<file path="config.mk">
export PLATFORM = sky130hd
export DESIGN_NAME = fifo_uart_tx
export DESIGN_NICKNAME = d
export VERILOG_FILES = /design/src/rtl/leg_uart_pkg.sv /design/src/rtl/uart_baud_gen.sv /design/src/rtl/fifo_uart_tx.sv
export SDC_FILE = /design/constraint.sdc
export NUM_CORES = 1
export LEC_CHECK = 0
export ABC_AREA = 0
export CORE_MARGIN = 4
export CORE_UTILIZATION = 49
export DETAILED_ROUTE_END_ITERATION = 16
export GPL_ROUTABILITY_DRIVEN = 0
export GPL_TIMING_DRIVEN = 0
export PLACE_DENSITY_LB_ADDON = 0.2
export SKIP_CTS_REPAIR_TIMING = 1
export SYNTH_ARGS = -nofsm -noshare
export SYNTH_HDL_FRONTEND = slang
export SYNTH_HIERARCHICAL = 1
export SYNTH_SLANG_ARGS = --single-unit
</file>
<file path="constraint.sdc">
create_clock -name clk -period 2.9 [get_ports clk]
set_clock_uncertainty 0.05 [all_clocks]
set_input_delay 0.87 -clock clk [delete_from_list [all_inputs] [get_ports clk]]
set_output_delay 0.87 -clock clk [all_outputs]
set_load 0.03 [all_outputs]
</file>
<file path="src/rtl/leg_uart_pkg.sv">
// leg_uart_pkg: shared UART transmitter types and constants
`ifndef DATA_WIDTH
`define DATA_WIDTH 32
`endif
package leg_uart_pkg;
  typedef enum logic [2:0] {IDLE, FETCH, LOAD, START, DATA, STOP} tx_state_t;
  localparam int UART_FRAME_BITS = 10;
  localparam int CLKS_PER_BIT_DEF = 434;
endpackage

</file>
<file path="src/rtl/uart_baud_gen.sv">
// uart_baud_gen: bit-period down-counter producing a one-cycle tick per bit
module uart_baud_gen
  import leg_uart_pkg::*;
#(
  parameter int CLKS_PER_BIT = CLKS_PER_BIT_DEF
) (
  input  logic clk,
  input  logic rst_n,
  input  logic reload,
  input  logic enable,
  output logic tick
);
  localparam int W = $clog2(CLKS_PER_BIT);
  logic [W-1:0] cnt_q, cnt_d;
  assign tick = enable && cnt_q == '0;
  // reload on request or at the end of every bit so each bit lasts CLKS_PER_BIT cycles
  always_comb cnt_d = (reload || tick) ? W'(CLKS_PER_BIT - 1) : enable ? cnt_q - 1'b1 : cnt_q;
  // counter register
  always_ff @(posedge clk or negedge rst_n)
    if (!rst_n) cnt_q <= '0;
    else cnt_q <= cnt_d;
endmodule

</file>
<file path="src/rtl/fifo_uart_tx.sv">
// fifo_uart_tx: pops words from a FIFO and sends them LSB byte first as 8N1 UART frames
module fifo_uart_tx
  import leg_uart_pkg::*;
#(
  parameter int CLKS_PER_BIT = CLKS_PER_BIT_DEF,
  parameter int BYTES_PER_WORD = `DATA_WIDTH / 8
) (
  input  logic                   clk,
  input  logic                   rst_n,
  input  logic [`DATA_WIDTH-1:0] fifo_data_out,
  input  logic                   fifo_empty,
  output logic                   fifo_read_enabled,
  output logic                   tx,
  output logic                   busy,
  output logic [15:0]            words_sent
);
  if (`DATA_WIDTH % 8 != 0) begin : g_bad_width
    $error("DATA_WIDTH must be a multiple of 8");
  end
  tx_state_t state_q, state_d;
  logic [`DATA_WIDTH-1:0] word_q, word_d;
  logic [7:0] byte_q, byte_d, cur_byte;
  logic [2:0] bit_q, bit_d, nb;
  logic tx_q, tx_d, rd_q, rd_d, busy_q, busy_d, tick, reload, enable;
  logic [15:0] words_sent_q, words_sent_d;
  assign fifo_read_enabled = rd_q;
  assign tx = tx_q;
  assign busy = busy_q;
  assign words_sent = words_sent_q;
  assign cur_byte = 8'(word_q >> {byte_q, 3'b000});
  assign nb = bit_q + 3'd1;
  assign reload = state_q == LOAD;
  assign enable = (state_q == START || state_q == DATA || state_q == STOP) && !rd_q;
  uart_baud_gen #(.CLKS_PER_BIT(CLKS_PER_BIT)) u_baud (
    .clk(clk), .rst_n(rst_n), .reload(reload), .enable(enable), .tick(tick)
  );
  // next-state logic; a cycle with rd_q high is the pop cycle and always leads to FETCH
  always_comb begin
    state_d = state_q;
    word_d = word_q;
    byte_d = byte_q;
    bit_d = bit_q;
    tx_d = tx_q;
    rd_d = 1'b0;
    busy_d = busy_q;
    words_sent_d = words_sent_q;
    if (rd_q) state_d = FETCH;
    else case (state_q)
      IDLE: if (!fifo_empty) begin
        rd_d = 1'b1;
        busy_d = 1'b1;
      end
      FETCH: state_d = LOAD;
      LOAD: begin
        word_d = fifo_data_out;
        byte_d = '0;
        bit_d = '0;
        tx_d = 1'b0;
        state_d = START;
      end
      START: if (tick) begin
        tx_d = cur_byte[0];
        bit_d = '0;
        state_d = DATA;
      end
      DATA: if (tick) begin
        tx_d = bit_q == 3'd7 ? 1'b1 : cur_byte[nb];
        bit_d = nb;
        state_d = bit_q == 3'd7 ? STOP : DATA;
      end
      STOP: if (tick) begin
        if (byte_q < 8'(BYTES_PER_WORD - 1)) begin
          byte_d = byte_q + 8'd1;
          tx_d = 1'b0;
          state_d = START;
        end else begin
          words_sent_d = words_sent_q + 16'd1;
          rd_d = !fifo_empty;
          busy_d = !fifo_empty;
          state_d = fifo_empty ? IDLE : STOP;
        end
      end
      default: state_d = IDLE;
    endcase
  end
  // state and registered outputs; reset aborts any word in flight with the line idle
  always_ff @(posedge clk or negedge rst_n)
    if (!rst_n) begin
      state_q <= IDLE;
      word_q <= '0;
      byte_q <= '0;
      bit_q <= '0;
      tx_q <= 1'b1;
      rd_q <= 1'b0;
      busy_q <= 1'b0;
      words_sent_q <= '0;
    end else begin
      state_q <= state_d;
      word_q <= word_d;
      byte_q <= byte_d;
      bit_q <= bit_d;
      tx_q <= tx_d;
      rd_q <= rd_d;
      busy_q <= busy_d;
      words_sent_q <= words_sent_d;
    end
endmodule

</file>
### Yosys cells after proc, flatten, opt, wreduce, memory -nomap -nowiden

Index checks and enable logic that the tools add are counted.
Widths: inputs -> output; s select.

* bits in registers: 74
* output and inout port bits: 19
* logic and storage cells: 88

* add/subtract/negate cells: 4
* magnitude comparators: 2
* eq/ne operators: 16
* shift operators: 1
* mux-type cells: 33
* bitwise logic cells: 2
* reduce and logical (&&, ||, !) cells: 21

Operator list (count)
* $shr 32x11->8: 1
* $mux 3: 8
* $mux 9: 2
* $pmux 3 s6: 1
* $add 16x1->16 const B: 1
* $mux 8: 2
* $pmux 8 s2: 1
* $reduce_and 4->1: 4
* $mux 1: 14
* $eq 3x3->1 const B: 3
* $logic_not 9->1: 1
* $ne 3x2->1 const B: 3
* $pmux 3 s3: 1
* $sub 9x1->9 const B: 1
* $add 8x1->8 const B: 1
* $lt 8x2->1 const B: 1
* $ne 2x1->1 const B: 4
* $eq 3x2->1 const B: 2
* $ne 2x2->1 const B: 3
* $reduce_and 6->1: 1
* $reduce_bool 2->1: 3
* $reduce_and 5->1: 1
* $lt 3x4->1 const B: 1
* $pmux 1 s2: 2
* 12 further kinds: 17

### Depth between registers and ports, before layout

* depth in word-level cells: 8
* depth in mapped cells: 11
* gate-level depth less buffers: 10

### Hierarchy

The synthesis kept the hierarchy.

Modules (own cells, without submodules)
* fifo_uart_tx: instances 1, cells an instance 246, area each 3076.7 um^2, sequential area each 1627.8 um^2
* uart_baud_gen: instances 1, cells an instance 52, area each 506.7 um^2, sequential area each 225.2 um^2

### Worst setup path before layout

Ideal clock, no wire load.

* kind: register -> register
* from: register state_q[1]
* to: register words_sent_q[13] (netlist: words_sent[13])
* data arrival time: 2.739 ns
* setup slack: -0.022 ns
* cell stages (with the launch flop): 12
* path buffers: 1
* clock period less this slack: 2.922 ns
* cells stage by stage: dfrtp_1 > clkbuf_1 > nor2b_1 > a21oi_1 > nor2_1 > and4bb_2 > and3_1 > and2_0 > o211ai_2 > nor3_2 > nand3_1 > xnor2_1

* longest elaborated chain between the ends: 6
* elaborated cells between the ends (all ways): 8

RTL lines
* from (decl): line fifo_uart_tx.sv:20 `tx_state_t state_q, state_d;`
* from (signal assigned): line fifo_uart_tx.sv:98 `state_q <= state_d;`
* $eq 3x2->1 / $eq 3x3->1 (equally long branches): line fifo_uart_tx.sv:33 `assign enable = (state_q == START || state_q == DATA || state_q == STOP) && !rd_q;`
* $logic_or 1x1->1: line fifo_uart_tx.sv:33
* $logic_or 1x1->1 *: line fifo_uart_tx.sv:33
* $logic_and 1x1->1 *: line fifo_uart_tx.sv:33
* net enable: line fifo_uart_tx.sv:24 `logic tx_q, tx_d, rd_q, rd_d, busy_q, busy_d, tick, reload, enable;`
* $logic_and 1x1->1 *: line uart_baud_gen.sv:15 `assign tick = enable && cnt_q == '0;`
* net tick: line fifo_uart_tx.sv:24
* $reduce_and 4->1 (no source line) *
* to (signal assigned): line fifo_uart_tx.sv:105 `words_sent_q <= words_sent_d;`
* to (decl): line fifo_uart_tx.sv:25 `logic [15:0] words_sent_q, words_sent_d;`

Mark *: on every way through the listed nets, which the timed path passes. The rest lies on a longest branch.
A chain may end at the register's enable or synchronous reset.

### Worst setup path after layout

* from: register state_q[2]
* to: register tx_q (netlist: tx)

* longest elaborated chain between the ends: 7
* elaborated cells between the ends (all ways): 15

RTL lines
* $eq 3x2->1 / $eq 3x3->1 (equally long branches): line fifo_uart_tx.sv:33
* $logic_or 1x1->1: line fifo_uart_tx.sv:33
* $logic_or 1x1->1 *: line fifo_uart_tx.sv:33
* $logic_and 1x1->1 *: line fifo_uart_tx.sv:33
* net enable: line fifo_uart_tx.sv:24
* $logic_and 1x1->1 *: line uart_baud_gen.sv:15
* net tick: line fifo_uart_tx.sv:24
* $ne 2x1->1 (no source line)
* $reduce_and 6->1 (no source line) *
* to (signal assigned): line fifo_uart_tx.sv:102 `tx_q <= tx_d;`
* to (decl): line fifo_uart_tx.sv:24

Marked as above.

==> qor.csv <==
metric,value,unit
Pre-antenna DRT Iters,4,
GRT overflow,0,
Post-Synthesis Cells,298,
Place WS,-0.458,ns
I/O Pins,54,
Total Power,0.00204,W
leakage dissipation,1.95,nW
Relative slew margins,55.8,%
critical path capture point type,flop,
CTS tree,done,
CTS max path bufs,2,
fin nets,409,
DRC violations left,0,
Crit-path slowest cell,dfrtp_2,
via count,2609,
Slowest Stage Delay on Critical Path,0.46,ns
"Cell Area, Placed",4250,sq um
YS warnings,6,
Root Driver,clkbuf_8,
"count leader, synth",dfrtp_1,
critical path type,reg -> reg,
vias in the first global route,2640,
Initial Utilization,51.6,%
htree depth,3,
row count,30,
worst-margin pin slew,0.663,ns
count of cell types in the netlist,57,
Worst EP arrival,2.96,ns
crit-path cells,"nor2b_4, a21oi_1, nor2_2, and4bb_2, and3_2, nor2b_1, a32oi_1, or4_1, and3_1, o21ai_1",
Vias per Instance,5.55,
post-synth top area cell,dfrtp_1,
P per Cell Area,448,nW/um^2
WP buf/inv,0,
final max-slew violation count,0,
syn nets,338,
Post-synth EDFFs,0,
outcome,completed,
mean post-synth cell area,12.0,sq um
Hold Worst Slack,0.436,ns
"Hold Vio Cnt, Final",0,
wire per inst,15.7,um
fin area,4550,sq um
Multi-input gate area,1670,sq um
drt total wl,7.39,mm
synthesized area,3580,sq um
P&R area growth vs syn,27.0,%
pin count of the biggest net entering global routing,39,
Seq. cell area,1860,sq um
min-delay worst type,in -> async,
asr flop ratio synth,100,%
Routed Antenna Nets,0,
Worst-path clk slew,0.08,ns
Crit Path Max Fanout,7,
clk sinks,74,
Layout fillers,546,
Yosys reg bits,74,
overall routing resource usage,18.2,%
die width,93.5,um
Final setup viols,0,
top-area cell type share of the netlist area,51.0,%
fmax,365,MHz
core area,6940,sq um
sequential-to-total area share from yosys stat,51.7,%
Port Buffers,53,
first-pass GRT wire length,12.6,mm
setup TNS,0,ns
VDD IR max,0.244,mV
"delay-heaviest family, CP",simple AND/OR/NAND/NOR gates,
fin crit share,94.4,%
total clock buffers created by CTS,9,
diodes inserted,0,
"top cells by area, synth","dfrtp_1 51%, mux2_2 11%, mux4_2 5.7%, xnor2_1 3.2%, nor2_1 2.0%",
"Req. time, crit path",3.12,ns
Max-Cap Viols,0,
Period minus WS final,2.74,ns
crit path launch type,flop,
DP HPWL,5.29,mm
Final WS setup,0.163,ns
clk_lat worst skew,0.35,ns
initial drt markers,96,
die span in y,93.5,um
initial antenna violation count,0,
most frequently used flop master after synthesis,dfrtp_1,
layout cells sized above 1,23.3,%
most frequent cells after synthesis,"73 x dfrtp_1, 34 x mux2_2, 19 x nor2_1",
die area,8750,sq um
registers in the layout (all words and copies together) (netlist names):
signal	flops
word_q	32
busy	1
bit_q	3
words_sent	16
tx	1
u_baud/cnt_q	9
fifo_read_enabled	1
byte_q	8
state_q	3
report_power, final:
group / internal, W / switching (W)
combinational: 0.0000686 / 0.0000360
clock: 0.000484 / 0.000383
sequential: 0.00105 / 0.0000120
total: 0.00161 / 0.000431
routing by layer:
layer	GRT usage, %	vias to the layer above	part of all wire [%]
met4	6.96	0	1.5
li1	-	1246	-
met3	4.02	10	5.8
met1	24.0	1284	45
met2	29.4	69	48
met5	0	-	0
stage by stage:
stage | instances | util [%]
after floorplan | 298 | -
after global placement | 447 | 61.0
after detailed placement | 448 | 61.3
after CTS | 464 | 64.3
after global routing | 470 | 65.5
final | 470 | 65.5
cells in the final DEF, fill, tap and decap left out, types with 7 or more instances in the layout:
cell / synthesis / routed
dfrtp_1: 73 / 71
clkdlybuf4s50_1: 0 / 52
mux2_2: 34 / 34
nor2_1: 19 / 18
nand2_1: 13 / 13
xnor2_1: 13 / 13
inv_1: 11 / 11
mux4_2: 9 / 9
clkbuf_8: 0 / 9
nand3_1: 8 / 8
buf_4: 0 / 8
clkbuf_1: 7 / 7
a21oi_1: 7 / 7
nand4_1: 7 / 7
path summary, 6_finish.rpt:
path / from / end / slack (ns) / cells past startpoint
max: state_q[2] / tx / 0.16 / 10
min: rst_n / u_baud/cnt_q[7] / 0.44 / 1
max reg2reg: state_q[2] / tx / 0.16 / 10
min reg2reg: tx / tx / 0.44 / 2
max in group asynchronous: rst_n / tx / 1.73 / 2
min in group clk: tx / tx / 0.44 / 2
worst register-to-register path: stages, from the launching register on:
cell	delay [ns]
dfrtp_2	0.46
nor2b_4	0.26
a21oi_1	0.08
nor2_2	0.19
and4bb_2	0.29
and3_2	0.26
nor2b_1	0.18
a32oi_1	0.15
or4_1	0.45
and3_1	0.19
o21ai_1	0.12
cells by family (layout without fill, tap and decap cells):
| family | after synthesis | in the layout | share of synthesized area (%) |
|---|---|---|---|
| AND/OR/NAND/NOR | 88 | 88 | 13.6 |
| flip-flops | 74 | 74 | 51.7 |
| multiplexers | 46 | 46 | 17.2 |
| AO/OA/AOI/OAI | 43 | 43 | 8.66 |
| buffers and inverters | 24 | 100 | 2.72 |
| XOR/XNOR | 18 | 18 | 4.40 |
| adder cells (fa/ha/maj) | 5 | 5 | 1.75 |
cell type report:
| type | count | area share, % |
|---|---|---|
| Clock inverter | 5 | 1.73 |
| Inverter | 11 | 0.908 |
| Clock buffer | 11 | 2.89 |
| Buffer | 12 | 1.24 |
| Timing Repair Buffer | 61 | 13.2 |
| Multi-Input combinational cell | 200 | 36.6 |
| Tap cell | 96 | 2.64 |
| Sequential cell | 74 | 40.8 |
(Power assumes the default switching activity.)
